[src/rtl/cla_pkg.sv]
// Shared definitions for the sequential carry look-ahead adder:
// FSM state encoding and the nibble width handled per cycle.
package cla_pkg;

    typedef enum logic [1:0] {
        IDLE = 2'd0,
        BUSY = 2'd1,
        DONE = 2'd2
    } state_t;

    localparam int NIBBLE_W = 4;

endpackage

[src/rtl/cla.sv]
// 4-bit carry look-ahead adder: all carries formed in parallel from
// per-bit generate/propagate terms.
module cla (
    input  logic [3:0] a,
    input  logic [3:0] b,
    input  logic       cin,
    output logic [3:0] sum,
    output logic       cout
);

    logic [3:0] g;
    logic [3:0] p;
    logic [4:0] c;

    assign g = a & b;
    assign p = a ^ b;

    assign c[0] = cin;
    assign c[1] = g[0] | (p[0] & cin);
    assign c[2] = g[1] | (p[1] & g[0]) | (p[1] & p[0] & cin);
    assign c[3] = g[2] | (p[2] & g[1]) | (p[2] & p[1] & g[0])
                | (p[2] & p[1] & p[0] & cin);
    assign c[4] = g[3] | (p[3] & g[2]) | (p[3] & p[2] & g[1])
                | (p[3] & p[2] & p[1] & g[0])
                | (p[3] & p[2] & p[1] & p[0] & cin);

    assign sum  = p ^ c[3:0];
    assign cout = c[4];

endmodule

[src/rtl/cla_seq_adder.sv]
// WIDTH-bit adder that reuses one 4-bit CLA, one nibble per cycle LSB first.
// Define CLA_SEQ_OVF_EN to add the registered signed-overflow output Ovf.
module cla_seq_adder
    import cla_pkg::*;
#(
    parameter int WIDTH = 16
) (
    input  logic             clk,
    input  logic             rst,
    input  logic             in_valid,
    output logic             in_ready,
    input  logic [WIDTH-1:0] A,
    input  logic [WIDTH-1:0] B,
    input  logic             Cin,
    output logic             out_valid,
    input  logic             out_ready,
    output logic [WIDTH-1:0] Sum,
    output logic             Cout
`ifdef CLA_SEQ_OVF_EN
   ,output logic             Ovf
`endif
);

    localparam int NIBBLES = WIDTH / NIBBLE_W;
    localparam int IDX_W   = (NIBBLES > 1) ? $clog2(NIBBLES) : 1;
    localparam logic [IDX_W-1:0] LAST_IDX = IDX_W'(NIBBLES - 1);

    state_t           state_q;
    state_t           state_d;
    logic [IDX_W-1:0] idx_q;
    logic             carry_p1;
    logic [WIDTH-1:0] a_p0;
    logic [WIDTH-1:0] b_p0;
    logic [WIDTH-1:0] sum_p1;
    logic             cout_p1;
    logic [3:0]       nib_sum;
    logic             nib_cout;
    logic             accept;
    logic             last;

    assign accept    = (state_q == IDLE) && in_valid;
    assign last      = (state_q == BUSY) && (idx_q == LAST_IDX);
    assign in_ready  = (state_q == IDLE);
    assign out_valid = (state_q == DONE);
    assign Sum       = sum_p1;
    assign Cout      = cout_p1;

    cla u_cla (
        .a    (a_p0[idx_q*NIBBLE_W +: NIBBLE_W]),
        .b    (b_p0[idx_q*NIBBLE_W +: NIBBLE_W]),
        .cin  (carry_p1),
        .sum  (nib_sum),
        .cout (nib_cout)
    );

    always_ff @(posedge clk) begin
        if (rst) begin
            state_q <= IDLE;
        end else begin
            state_q <= state_d;
        end
    end

    always_comb begin
        state_d = state_q;
        case (state_q)
            IDLE:    if (in_valid)  state_d = BUSY;
            BUSY:    if (last)      state_d = DONE;
            DONE:    if (out_ready) state_d = IDLE;
            default:                state_d = IDLE;
        endcase
    end

    // p0: operand capture; the source may change A/B freely after this edge
    always_ff @(posedge clk) begin
        if (accept) begin
            a_p0 <= A;
            b_p0 <= B;
        end
    end

    // p1: one nibble per BUSY edge, carry rippled through carry_p1
    always_ff @(posedge clk) begin
        if (rst) begin
            idx_q    <= '0;
            carry_p1 <= 1'b0;
            sum_p1   <= '0;
            cout_p1  <= 1'b0;
        end else if (accept) begin
            idx_q    <= '0;
            carry_p1 <= Cin;
        end else if (state_q == BUSY) begin
            sum_p1[idx_q*NIBBLE_W +: NIBBLE_W] <= nib_sum;
            carry_p1 <= nib_cout;
            idx_q    <= idx_q + 1'b1;
            if (last) begin
                cout_p1 <= nib_cout;
            end
        end
    end

`ifdef CLA_SEQ_OVF_EN
    logic ovf_p1;

    assign Ovf = ovf_p1;

    always_ff @(posedge clk) begin
        if (rst) begin
            ovf_p1 <= 1'b0;
        end else if (last) begin
            ovf_p1 <= (a_p0[WIDTH-1] == b_p0[WIDTH-1]) && (nib_sum[3] != a_p0[WIDTH-1]);
        end
    end
`endif

endmodule

[config.mk]
export PLATFORM = sky130hd
export DESIGN_NAME = cla_seq_adder
export DESIGN_NICKNAME = d
export VERILOG_FILES = /design/src/rtl/cla_pkg.sv /design/src/rtl/cla.sv /design/src/rtl/cla_seq_adder.sv
export SDC_FILE = /design/constraint.sdc
export NUM_CORES = 1
export LEC_CHECK = 0
export ABC_AREA = 1
export BUFFER_PORTS_ARGS = -buffer_cell sky130_fd_sc_hd__buf_2
export CAP_MARGIN = 5
export CORE_MARGIN = 4
export CORE_UTILIZATION = 40
export DETAILED_ROUTE_END_ITERATION = 8
export RECOVER_POWER = 50
export SLEW_MARGIN = 25
export SYNTH_ARGS = -nofsm -noshare
export SYNTH_HDL_FRONTEND = slang
export SYNTH_SLANG_ARGS = --single-unit
export TNS_END_PERCENT = 30
[constraint.sdc]
create_clock -name clk -period 4.1 [get_ports clk]
set_clock_uncertainty 0.15 [all_clocks]
set_input_delay 1.025 -clock clk [delete_from_list [all_inputs] [get_ports clk]]
set_output_delay 1.025 -clock clk [all_outputs]
set_load 0.01 [all_outputs]
==> results of run 1 <==
layout by cell type (no fill, tap or decap), drive strengths merged:
| master | count |
|---|---|
| a211oi | 1 |
| a21oi | 18 |
| a22oi | 3 |
| buf | 56 |
| bufinv | 2 |
| clkbuf | 6 |
| clkinv | 1 |
| dfxtp | 22 |
| edfxtp | 32 |
| fa | 1 |
| ha | 11 |
| inv | 14 |
| nand2 | 42 |
| nand3 | 7 |
| nand4 | 3 |
| nor2 | 30 |
| nor3 | 2 |
| nor4 | 1 |
| o21ai | 17 |
| o22ai | 8 |
| or2 | 2 |
| xor2 | 3 |
per-layer routing:
metal	vias to the layer above	GRT usage, %	part of all wire, %
met4	0	4.03	1.7
met2	43	20.9	45
met1	747	17.6	47
met5	-	0	0
li1	880	-	-
met3	8	3.63	6.3
tightest hold or removal path, stage by stage, from the launching register on:
cell	delay [ns]
dfxtp_1	0.32
nand2_1	0.06
a21oi_1	0.05
logic make-up (layout without fill, tap and decap cells):
| kind of cell | count (synthesis) | in the layout | share of synthesized area, % |
|---|---|---|---|
| AND/OR/NAND/NOR | 87 | 87 | 17.5 |
| AO/OA/AOI/OAI | 47 | 47 | 11.2 |
| adder cells (fa/ha/maj) | 12 | 12 | 6.74 |
| XOR/XNOR | 3 | 3 | 1.12 |
| buffers and inverters | 21 | 79 | 3.48 |
| flip-flops | 54 | 54 | 59.9 |
sequential cells by signal (all words and copies together) (netlist names):
signal and cells:
Cout 1, b_p0 16, Sum 16, state_q 2, a_p0 16, carry_p1 1
idx_q 2
power breakdown:
part	internal, mW	total, mW	switching, mW
registers	0.607	0.622	0.0153
logic	0.0593	0.161	0.101
clock network	0.245	0.417	0.172
total	0.911	1.20	0.289
worst paths after layout:
path | to | slack [ns] | cells after the start
worst min-delay path | Sum[12]$_SDFFE_PP0P_ | 0.32 | 2
worst max register to register | Sum[6]$_SDFFE_PP0P_ | 0.99 | 9
worst max-delay path | Sum[6]$_SDFFE_PP0P_ | 0.99 | 9
worst min register to register | Sum[12]$_SDFFE_PP0P_ | 0.32 | 2
area by class of cell:
class	instances	area, µm²	share of cell area, %
tap	72	90.1	3.19
multi-input combinational	149	856	30.3
timing repair buffer	57	287	10.1
clock inverter	3	68.8	2.44
inverter	14	52.6	1.86
clock buffer	5	68.8	2.44
sequential	54	1400	49.6
stage by stage:
| step | cell area (µm²) | util [%] | setup slack [ns] |
|---|---|---|---|
| after CTS | 2830 | 50.7 | 0.951 |
| after global placement | 2690 | 48.3 | 1.11 |
| after detailed placement | 2690 | 48.3 | 1.00 |
| after floorplan | 2340 | - | 1.77 |
| final | 2820 | 50.7 | 0.987 |
| after global routing | 2820 | 50.7 | 0.587 |
==> results.ini, run 1 <==
[outcome]
status=finished with violations
violations=capacitance limit, slew limit

[clocking]
holdBufCountCts=0
cts_tree=yes
clock-root-buffer=clkbuf_8
cts_buffers=5
ctsLongestPathBuffers=2
clkSlewWorstSetupHoldPaths_ns=0.10
clock_latency_ns=0.30
post-cts-setup-buffers=0
cts_resized=0
cts_max_level=2
cts_sinks=54

[synth]
yosysUniqueCellTypes=28
synth_edf_count=32
yosys-top-cells-count=38 x nand2_1, 32 x edfxtp_1, 25 x nor2_1
synth.top_cell.area_share_pct=41.1
synth_flop_cell=edfxtp_1
synthesis.nets=273
yosysWarnings=0
synthTopCellsByArea=edfxtp_1 41%, dfxtp_1 19%, nand2_1 6.1%, ha_1 5.9%, nor2_1 4.0%
yosys.area.top_type=edfxtp_1
synth-seq-area-share_pct=59.9
async_flop_share_pct=0
synth_cells=224
ys_seq_elements=54
synth.cell_area_mm2=0.00234
syn_area_per_cell_um2=10.4
synth.most_common_cell=nand2_1

[global_routing]
first_global_vias=1657
grt_pass1_wl_mm=7.62
grt_use_total_pct=13.2
antenna_found_initial=0
grt.overflow.total=0
grt_max_degree=35

[setup_path]
worst_path_most_repeated_cell=a21oi_1
crit_slowest_cell=dfxtp_1
cp_cell_sequence=inv_1 -> o21ai_0 -> o22ai_1 -> ha_1 -> a21oi_1 -> nand2_1 -> xor2_1 -> nand4_1 -> a21oi_1
crit_start=idx_q[0]$_SDFFE_PP0P_
startpoint_type=register
worstPathRequired_ns=4.18
cp_slowest_stage_delay_ns=0.85
cpLargestDelayFamily=flip-flops
worstReg2RegStart=idx_q[0]$_SDFFE_PP0P_
setup.worst_path.end_class=register
crit_fanout=23
critPathArrivalTime_ns=3.19
worst-path-buf-inv=1
critPathKind=register to register

[timing]
hold_viol=0
tns_ns=0
finalMaxSlewViolations=35
tightest_slew_ns=1.75
fin_hold_ws_ns=0.315
slew_headroom_pct=-16.9
max_freq_mhz=321
setup_viol_count_final=0
period_minus_slack_ns=3.11
rsz0062_at_grt=no
final.period_utilization_pct=75.9

[layout]
nets=330
diodes=0
final_cells=354
drive_above_1_share_pct=27.7
synthToLayoutAreaGrowth_pct=20.8
final.fill_count=520

[floorplan]
start_util_pct=42.0
row_count=27
die_h_um=84.5
die-area_mm2=0.00713
io_pins=56
core_area_mm2=0.00557
die_w_um=84.5

[place]
dp.cells=346
gp_congestion=0.762
port-buffer-count=55
hpwl_mm=3.15

[job]
drv_cap=1

[power_and_ir_drop]
p_per_area_mw_per_mm2=425
p_leak_nw=1.15
peakVddDrop_mv=0.269
power_mw=1.20

[routing]
routedWlPerCell_um=12.4
drt_pass1_iterations=4
post-route-drc-count=0
wl_mm=4.40
vias_per_cell=4.74
drtIter0Drc=108
dr_total_vias=1678
antenna_left=0

[worst_hold_path]
hold_class=register to register
worstHoldStart=Sum[12]$_SDFFE_PP0P_

Power figures use the tool's default switching activity.
==> run 2, diff against run 1 <==
--- a/config.mk
+++ b/config.mk
@@ -5,7 +5,7 @@
 export SDC_FILE = /design/constraint.sdc
 export NUM_CORES = 1
 export LEC_CHECK = 0
-export ABC_AREA = 1
+export ABC_AREA = 0
 export BUFFER_PORTS_ARGS = -buffer_cell sky130_fd_sc_hd__buf_2
 export CAP_MARGIN = 5
 export CORE_MARGIN = 4
==> constraint.sdc (replaced) <==
create_clock -name clk -period 3.2 [get_ports clk]
set_clock_uncertainty 0.15 [all_clocks]
set_input_delay 0.8 -clock clk [delete_from_list [all_inputs] [get_ports clk]]
set_output_delay 0.8 -clock clk [all_outputs]
set_load 0.01 [all_outputs]
==> run 2 against run 1 <==
Critical path depth shrank 3. Via count shrank 12%. Setup slack lost 0.72 ns. Combinational power is 14% higher. Sequential cell count is the same. Largest power group unchanged. Critical path type unchanged. The run still ends with capacitance limit, slew limit left. Register-to-register slack lost 0.72 ns. Sequential power grew 27%. Die area is 1.5% lower. Synthesized area down 1.7%. Final area decreased by 2.3%.
==> results.ini, run 2 <==
[outcome]
status=finished with violations
violations=capacitance limit, slew limit

[synth]
async_flop_share_pct=0  ; unchanged
yosysWarnings=0  ; unchanged
synth_flop_cell=edfxtp_1
ys_seq_elements=54  ; unchanged
synth.top_cell.area_share_pct=41.8  ; +0.69 points
synthesis.nets=208  ; -24%
yosys-top-cells-count=32 x edfxtp_1, 22 x dfxtp_1, 14 x nor2_1
syn_area_per_cell_um2=14.5  ; +39%
synthTopCellsByArea=edfxtp_1 42%, dfxtp_1 19%, mux4_2 7.8%, ha_1 6.0%, a22oi_1 2.9%
synth_cells=159  ; -29%
synth-seq-area-share_pct=60.9  ; +1.0 points
synth_edf_count=32  ; unchanged
synth.cell_area_mm2=0.00230  ; -1.7%
yosys.area.top_type=edfxtp_1
synth.most_common_cell=edfxtp_1
yosysUniqueCellTypes=34  ; +21%

[routing]
post-route-drc-count=0  ; unchanged
antenna_left=0  ; unchanged
wl_mm=4.29  ; -2.5%
vias_per_cell=5.04  ; +6.3%
drt_pass1_iterations=5  ; +1
routedWlPerCell_um=14.7  ; +18%
drtIter0Drc=76  ; -30%
dr_total_vias=1471  ; -12%

[clocking]
clock-root-buffer=clkbuf_8
ctsLongestPathBuffers=2  ; unchanged
clkSlewWorstSetupHoldPaths_ns=0.10  ; about the same
cts_buffers=5  ; unchanged
holdBufCountCts=0  ; unchanged
cts_resized=0  ; unchanged
post-cts-setup-buffers=0  ; unchanged
cts_tree=yes
clock_latency_ns=0.30  ; about the same
cts_max_level=2  ; unchanged
cts_sinks=54  ; unchanged

[setup_path]
critPathKind=register to register
crit_fanout=11  ; -52%
worstPathRequired_ns=3.23  ; -0.95 ns
critPathArrivalTime_ns=2.96  ; -0.23 ns
worst-path-buf-inv=0  ; -1
cpLargestDelayFamily=flip-flops
cp_cell_sequence=mux4_2 -> ha_1 -> a41oi_1 -> o21ai_0 -> xnor2_1 -> o31ai_1
crit_slowest_cell=dfxtp_1
startpoint_type=register
cp_slowest_stage_delay_ns=0.74  ; -0.11 ns
setup.worst_path.end_class=register

[place]
placed_area_mm2=0.00267  ; -0.93%
port-buffer-count=55  ; unchanged
hpwl_mm=3.19  ; +1.1%
post-place-ws_ns=0.245  ; -0.758 ns
gp_congestion=0.780  ; +2.4%
dp.cells=284  ; -18%

[job]
drv_cap=1  ; unchanged

[timing]
hold_viol=0  ; unchanged
max_freq_mhz=341  ; +6.2%
rsz0062_at_grt=no
final.period_utilization_pct=91.6  ; +16 points
finalMaxSlewViolations=34  ; -2.9%
period_minus_slack_ns=2.93  ; -0.181 ns
tightest_slew_ns=1.67  ; -0.0785 ns
slew_headroom_pct=-11.6  ; +5.2 points
fin_ws_ns=0.267  ; -0.719 ns
tns_ns=0  ; unchanged
setup_viol_count_final=0  ; unchanged

[layout]
nets=268  ; -19%
multi_input_area_um2=846  ; -1.2%
regArea_mm2=0.00140  ; unchanged
final_util_pct=49.8  ; -0.84 points
fin_area_mm2=0.00276  ; -2.3%
final_common_cell=buf_2
drive_above_1_share_pct=35.9  ; +8.2 points
final.fill_count=514  ; -1.2%
synthToLayoutAreaGrowth_pct=20.0
mostFrequentLayoutCells=54 x buf_2, 32 x edfxtp_1, 22 x dfxtp_1, 14 x nor2_1, 11 x ha_1
final_cells=292  ; -18%
diodes=0  ; unchanged

[floorplan]
die-area_mm2=0.00703  ; -1.5%
core_area_mm2=0.00554  ; -0.61%
row_count=27  ; unchanged
die_w_um=83.8  ; -0.75%
start_util_pct=41.5  ; -0.44 points
io_pins=56  ; unchanged
die_h_um=83.8  ; -0.75%

[global_routing]
antenna_found_initial=0  ; unchanged
grt_use_total_pct=13.0  ; -0.21 points
grt.overflow.total=0  ; unchanged
grt_max_degree=34  ; -2.9%
first_global_vias=1513  ; -8.7%
grt_pass1_wl_mm=7.21  ; -5.3%

[power_and_ir_drop]
p_per_area_mw_per_mm2=497  ; +17%
p_leak_nw=1.08  ; -6.2%
peakVddDrop_mv=0.341  ; +27%

[worst_hold_path]
hold_class=register to register

run 2: changes by cell type after synthesis, sizes merged, moves of 6 or more:
cell    before  now
nand2       42    7
nor2        30   14
o21ai       17    1
a21oi       18    5
mux4         0    8
o22ai        8    0
nand3b       0    7
a22oi        3    9
inv         14    8
nand3        7    1
run 2: worst min-delay path: cells and delay by family, from the launching register on:
| family | cells | cell delay (ns) |
|---|---|---|
| flops | 1 | 0.32 |
| simple gates | 1 | 0.08 |
| compound gates | 1 | 0.06 |
run 2: final timing paths:
path,endpoint,startpoint,slack (ns),depth (start not counted)
worst max-delay path,Sum[3]$_SDFFE_PP0P_,idx_q[0]$_SDFFE_PP0P_,0.27,6
worst min-delay path,Sum[15]$_SDFFE_PP0P_,Sum[15]$_SDFFE_PP0P_,0.35,2
worst max register to register,Sum[3]$_SDFFE_PP0P_,idx_q[0]$_SDFFE_PP0P_,0.27,6
worst min register to register,Sum[15]$_SDFFE_PP0P_,Sum[15]$_SDFFE_PP0P_,0.35,2
run 2: kinds of logic after synthesis:
kind of cell | Yosys count | synth area share [%]
AOI/OAI and AO/OA | 31 | 10.0
and+or+nand+nor | 39 | 11.3
buffers and inverters | 13 | 2.29
muxes | 8 | 7.83
xor gates and xnor gates | 2 | 0.762
DFF | 54 | 60.9
adders and majority gates | 12 | 6.86
run 2: layout make-up:
type | instances | area share [%]
sequential | 54 | 50.8
multi-input combinational | 92 | 30.6
timing repair buffer | 58 | 10.6
tap | 72 | 3.26
clock buffer | 6 | 2.99
inverter | 8 | 1.09
clock inverter | 2 | 0.635
run 2: power breakdown:
part / leakage [nW] / switching (mW) / total, mW / internal, mW
combinational: 0.548 / 0.104 / 0.183 / 0.0788
clock: 0.0514 / 0.219 / 0.397 / 0.178
sequential: 0.483 / 0.0181 / 0.791 / 0.773
run 2: per-stage QoR:
stage,power (mW),hold slack [ns]
2_1_floorplan,0.928,0.355
3_3_place_gp,0.990,0.326
3_5_place_dp,0.992,0.325
4_1_cts,1.39,0.346
5_1_grt,1.44,0.357
6_report,1.37,0.347
run 2: layer usage:
metal / routed length, µm / vias to the layer above / part of all wire [%] / global-route usage (%)
met5: 0 / - / 0 / 0
met4: 75 / 0 / 1.7 / 5.26
met3: 313 / 8 / 7.3 / 4.05
met2: 1930 / 55 / 45 / 19.7
met1: 1970 / 686 / 46 / 17.2
li1: - / 722 / - / -
==> run 3, diff against run 2 <==
--- a/config.mk
+++ b/config.mk
@@ -10,7 +10,9 @@
 export CAP_MARGIN = 5
 export CORE_MARGIN = 4
 export CORE_UTILIZATION = 40
+export CTS_CLUSTER_SIZE = 12
 export DETAILED_ROUTE_END_ITERATION = 8
+export GPL_TIMING_DRIVEN = 0
 export RECOVER_POWER = 50
 export SLEW_MARGIN = 25
 export SYNTH_ARGS = -nofsm -noshare
==> run 3 against run 2 <==
The run still ends with capacitance limit, slew limit left. Sequential share of layout area is 0.14 points higher. First-iteration DRC count is 49% higher. Cell count is 0.34% higher. Fmax is 0.50% higher. Core utilization is 0.14 points lower. Register-to-register slack hardly changed. Largest power group unchanged.
==> results.ini, run 3 (synthesis results as in run 2) <==
[setup_path]
crit_fanout=10  ; -1
critPathKind=register to register
worstPathRequired_ns=3.22  ; about the same
critPathArrivalTime_ns=2.94  ; -0.02 ns
reg2regPathDepth=7  ; +1
r2r-end=Sum[11]$_SDFFE_PP0P_
startpoint_type=register
r2r_slack_ns=0.28  ; about the same
worstReg2RegStart=idx_q[0]$_SDFFE_PP0P_
setup.worst_path.end_class=register

[place]
port-buffer-count=54  ; -1.8%
post-place-ws_ns=0.269  ; +0.0239 ns
gp_congestion=0.754  ; -3.4%
hpwl_mm=3.15  ; -1.2%

[clocking]
holdBufCountCts=0  ; unchanged
clock-root-buffer=clkbuf_8
clkSlewWorstSetupHoldPaths_ns=0.10  ; about the same
cts_resized=0  ; unchanged
ctsLongestPathBuffers=2  ; unchanged
cts_sinks=54  ; unchanged
clock_latency_ns=0.30  ; about the same
cts_tree=yes
cts_buffers=5  ; unchanged
cts_max_level=2  ; unchanged
post-cts-setup-buffers=0  ; unchanged

[floorplan]
start_util_pct=41.5  ; unchanged
row_count=27  ; unchanged
die_h_um=83.8  ; unchanged
io_pins=56  ; unchanged
core_area_mm2=0.00554  ; unchanged
die_w_um=83.8  ; unchanged
die-area_mm2=0.00703  ; unchanged

[timing]
hold_viol=0  ; unchanged
rsz0062_at_grt=no
setup_viol_count_final=0  ; unchanged
fin_ws_ns=0.282  ; +0.0145 ns
final.period_utilization_pct=91.2  ; -0.45 points
max_freq_mhz=343  ; +0.50%
tns_ns=0  ; unchanged
period_minus_slack_ns=2.92  ; -0.0145 ns
slew_headroom_pct=-32.5  ; -21 points
tightest_slew_ns=1.99  ; +0.312 ns
fin_hold_ws_ns=0.347  ; -0.000323 ns
finalMaxSlewViolations=34  ; unchanged

[power_and_ir_drop]
p_sw_share_pct=24.1  ; -0.80 points
peakVddDrop_mv=0.316  ; -7.4%
power.switching_uw=344  ; +0.74%
power_mw=1.43  ; +4.1%
power_frac_clock_pct=31.8  ; +2.8 points
pwr-share-seq_pct=55.2  ; -2.5 points
comb_power_share_pct=13.0  ; -0.4 points
p_int_mw=1.08  ; +5.2%
p_per_area_mw_per_mm2=518  ; +4.4%
p_leak_nw=1.02  ; -5.9%

[global_routing]
antenna_found_initial=0  ; unchanged
grt_pass1_wl_mm=7.28  ; +0.96%
first_global_vias=1484  ; -1.9%
grt_max_degree=34  ; unchanged
grt_use_total_pct=13.1  ; +0.096 points
grt.overflow.total=0  ; unchanged

[layout]
synthToLayoutAreaGrowth_pct=19.7
nets=269  ; +0.37%
final_util_pct=49.7  ; -0.14 points
drive_above_1_share_pct=28.1  ; -7.9 points
mostFrequentLayoutCells=39 x buf_2, 32 x edfxtp_1, 22 x dfxtp_1, 19 x clkbuf_1, 14 x nor2_1
final_common_cell=buf_2
diodes=0  ; unchanged

[worst_hold_path]
worstHoldStart=Sum[3]$_SDFFE_PP0P_
hold_class=register to register
min_to=Sum[3]$_SDFFE_PP0P_
hold_path_depth=2  ; unchanged

[routing]
antenna_left=0  ; unchanged
drtIter0Drc=113  ; +49%
wl_mm=4.27  ; -0.47%
dr_total_vias=1485  ; +0.95%
drt_pass1_iterations=4  ; -1
vias_per_cell=5.07  ; +0.61%
post-route-drc-count=0  ; unchanged
routedWlPerCell_um=14.6  ; -0.81%

[outcome]
status=finished with violations
violations=capacitance limit, slew limit

[job]
drv_cap=1  ; unchanged

## run 3: cell count changes in the layout (fill, tap and decap cells not counted)
cell / delta
buf_2: -15
and2_1: -1
clkbuf_8: -1
bufinv_16: +1
clkbuf_1: +17
buf_4: -1
inv_6: +1
and2_0: +1
clkinv_1: +1
clkinv_4: -2
## run 3: per-stage QoR
step	cells	cell area, µm²
after floorplan	159	2300
after CTS	293	2770
final	293	2750
after global routing	293	2750
after global placement	285	2660
after detailed placement	285	2660
## run 3: per-layer routing
metal / vias up / part of all wire, % / track usage, %
met5: - / 0 / 0
met4: 0 / 0.49 / 3.95
met3: 2 / 8.7 / 4.84
met2: 61 / 45 / 19.5
met1: 691 / 46 / 17.8
li1: 731 / - / -
## run 3: power by group through the flow
stage	combinational [mW]	clock, mW	sequential (mW)
2_1_floorplan	0.127	0	0.801
3_3_place_gp	0.187	0	0.803
3_5_place_dp	0.188	0	0.803
4_1_cts	0.189	0.468	0.787
5_1_grt	0.208	0.501	0.792
6_report	0.185	0.454	0.788
## run 3: final cells by class
class | instances | area, µm²
plain buffers | 5 | 22.5
clock buffers | 5 | 68.8
clock inverters | 3 | 42.5
fillers | 513 | 2790
inverters | 8 | 30.0
multi-input cells | 92 | 846
flip-flops and latches | 54 | 1400
well taps | 72 | 90.1
repair buffers | 54 | 251
## run 3: critical path, stage by stage (launching register included)
cell     delay (ns)
dfxtp_1        0.50
buf_4          0.29
mux4_2         0.59
ha_1           0.33
a41oi_1        0.19
o21ai_0        0.17
xnor2_1        0.44
o31ai_1        0.14
## run 3: how the worst max path moves through the flow
stage                     startpoint              endpoint  cells after the start
6_report       idx_q[0]$_SDFFE_PP0P_  Sum[11]$_SDFFE_PP0P_                      7
5_1_grt        idx_q[0]$_SDFFE_PP0P_  Sum[11]$_SDFFE_PP0P_                      7
4_1_cts        idx_q[0]$_SDFFE_PP0P_  Sum[11]$_SDFFE_PP0P_                      7
3_5_place_dp   idx_q[0]$_SDFFE_PP0P_  Sum[11]$_SDFFE_PP0P_                      7
3_3_place_gp   idx_q[0]$_SDFFE_PP0P_  Sum[11]$_SDFFE_PP0P_                      7
2_1_floorplan  idx_q[0]$_SDFFE_PP0P_  Sum[11]$_SDFFE_PP0P_                      7
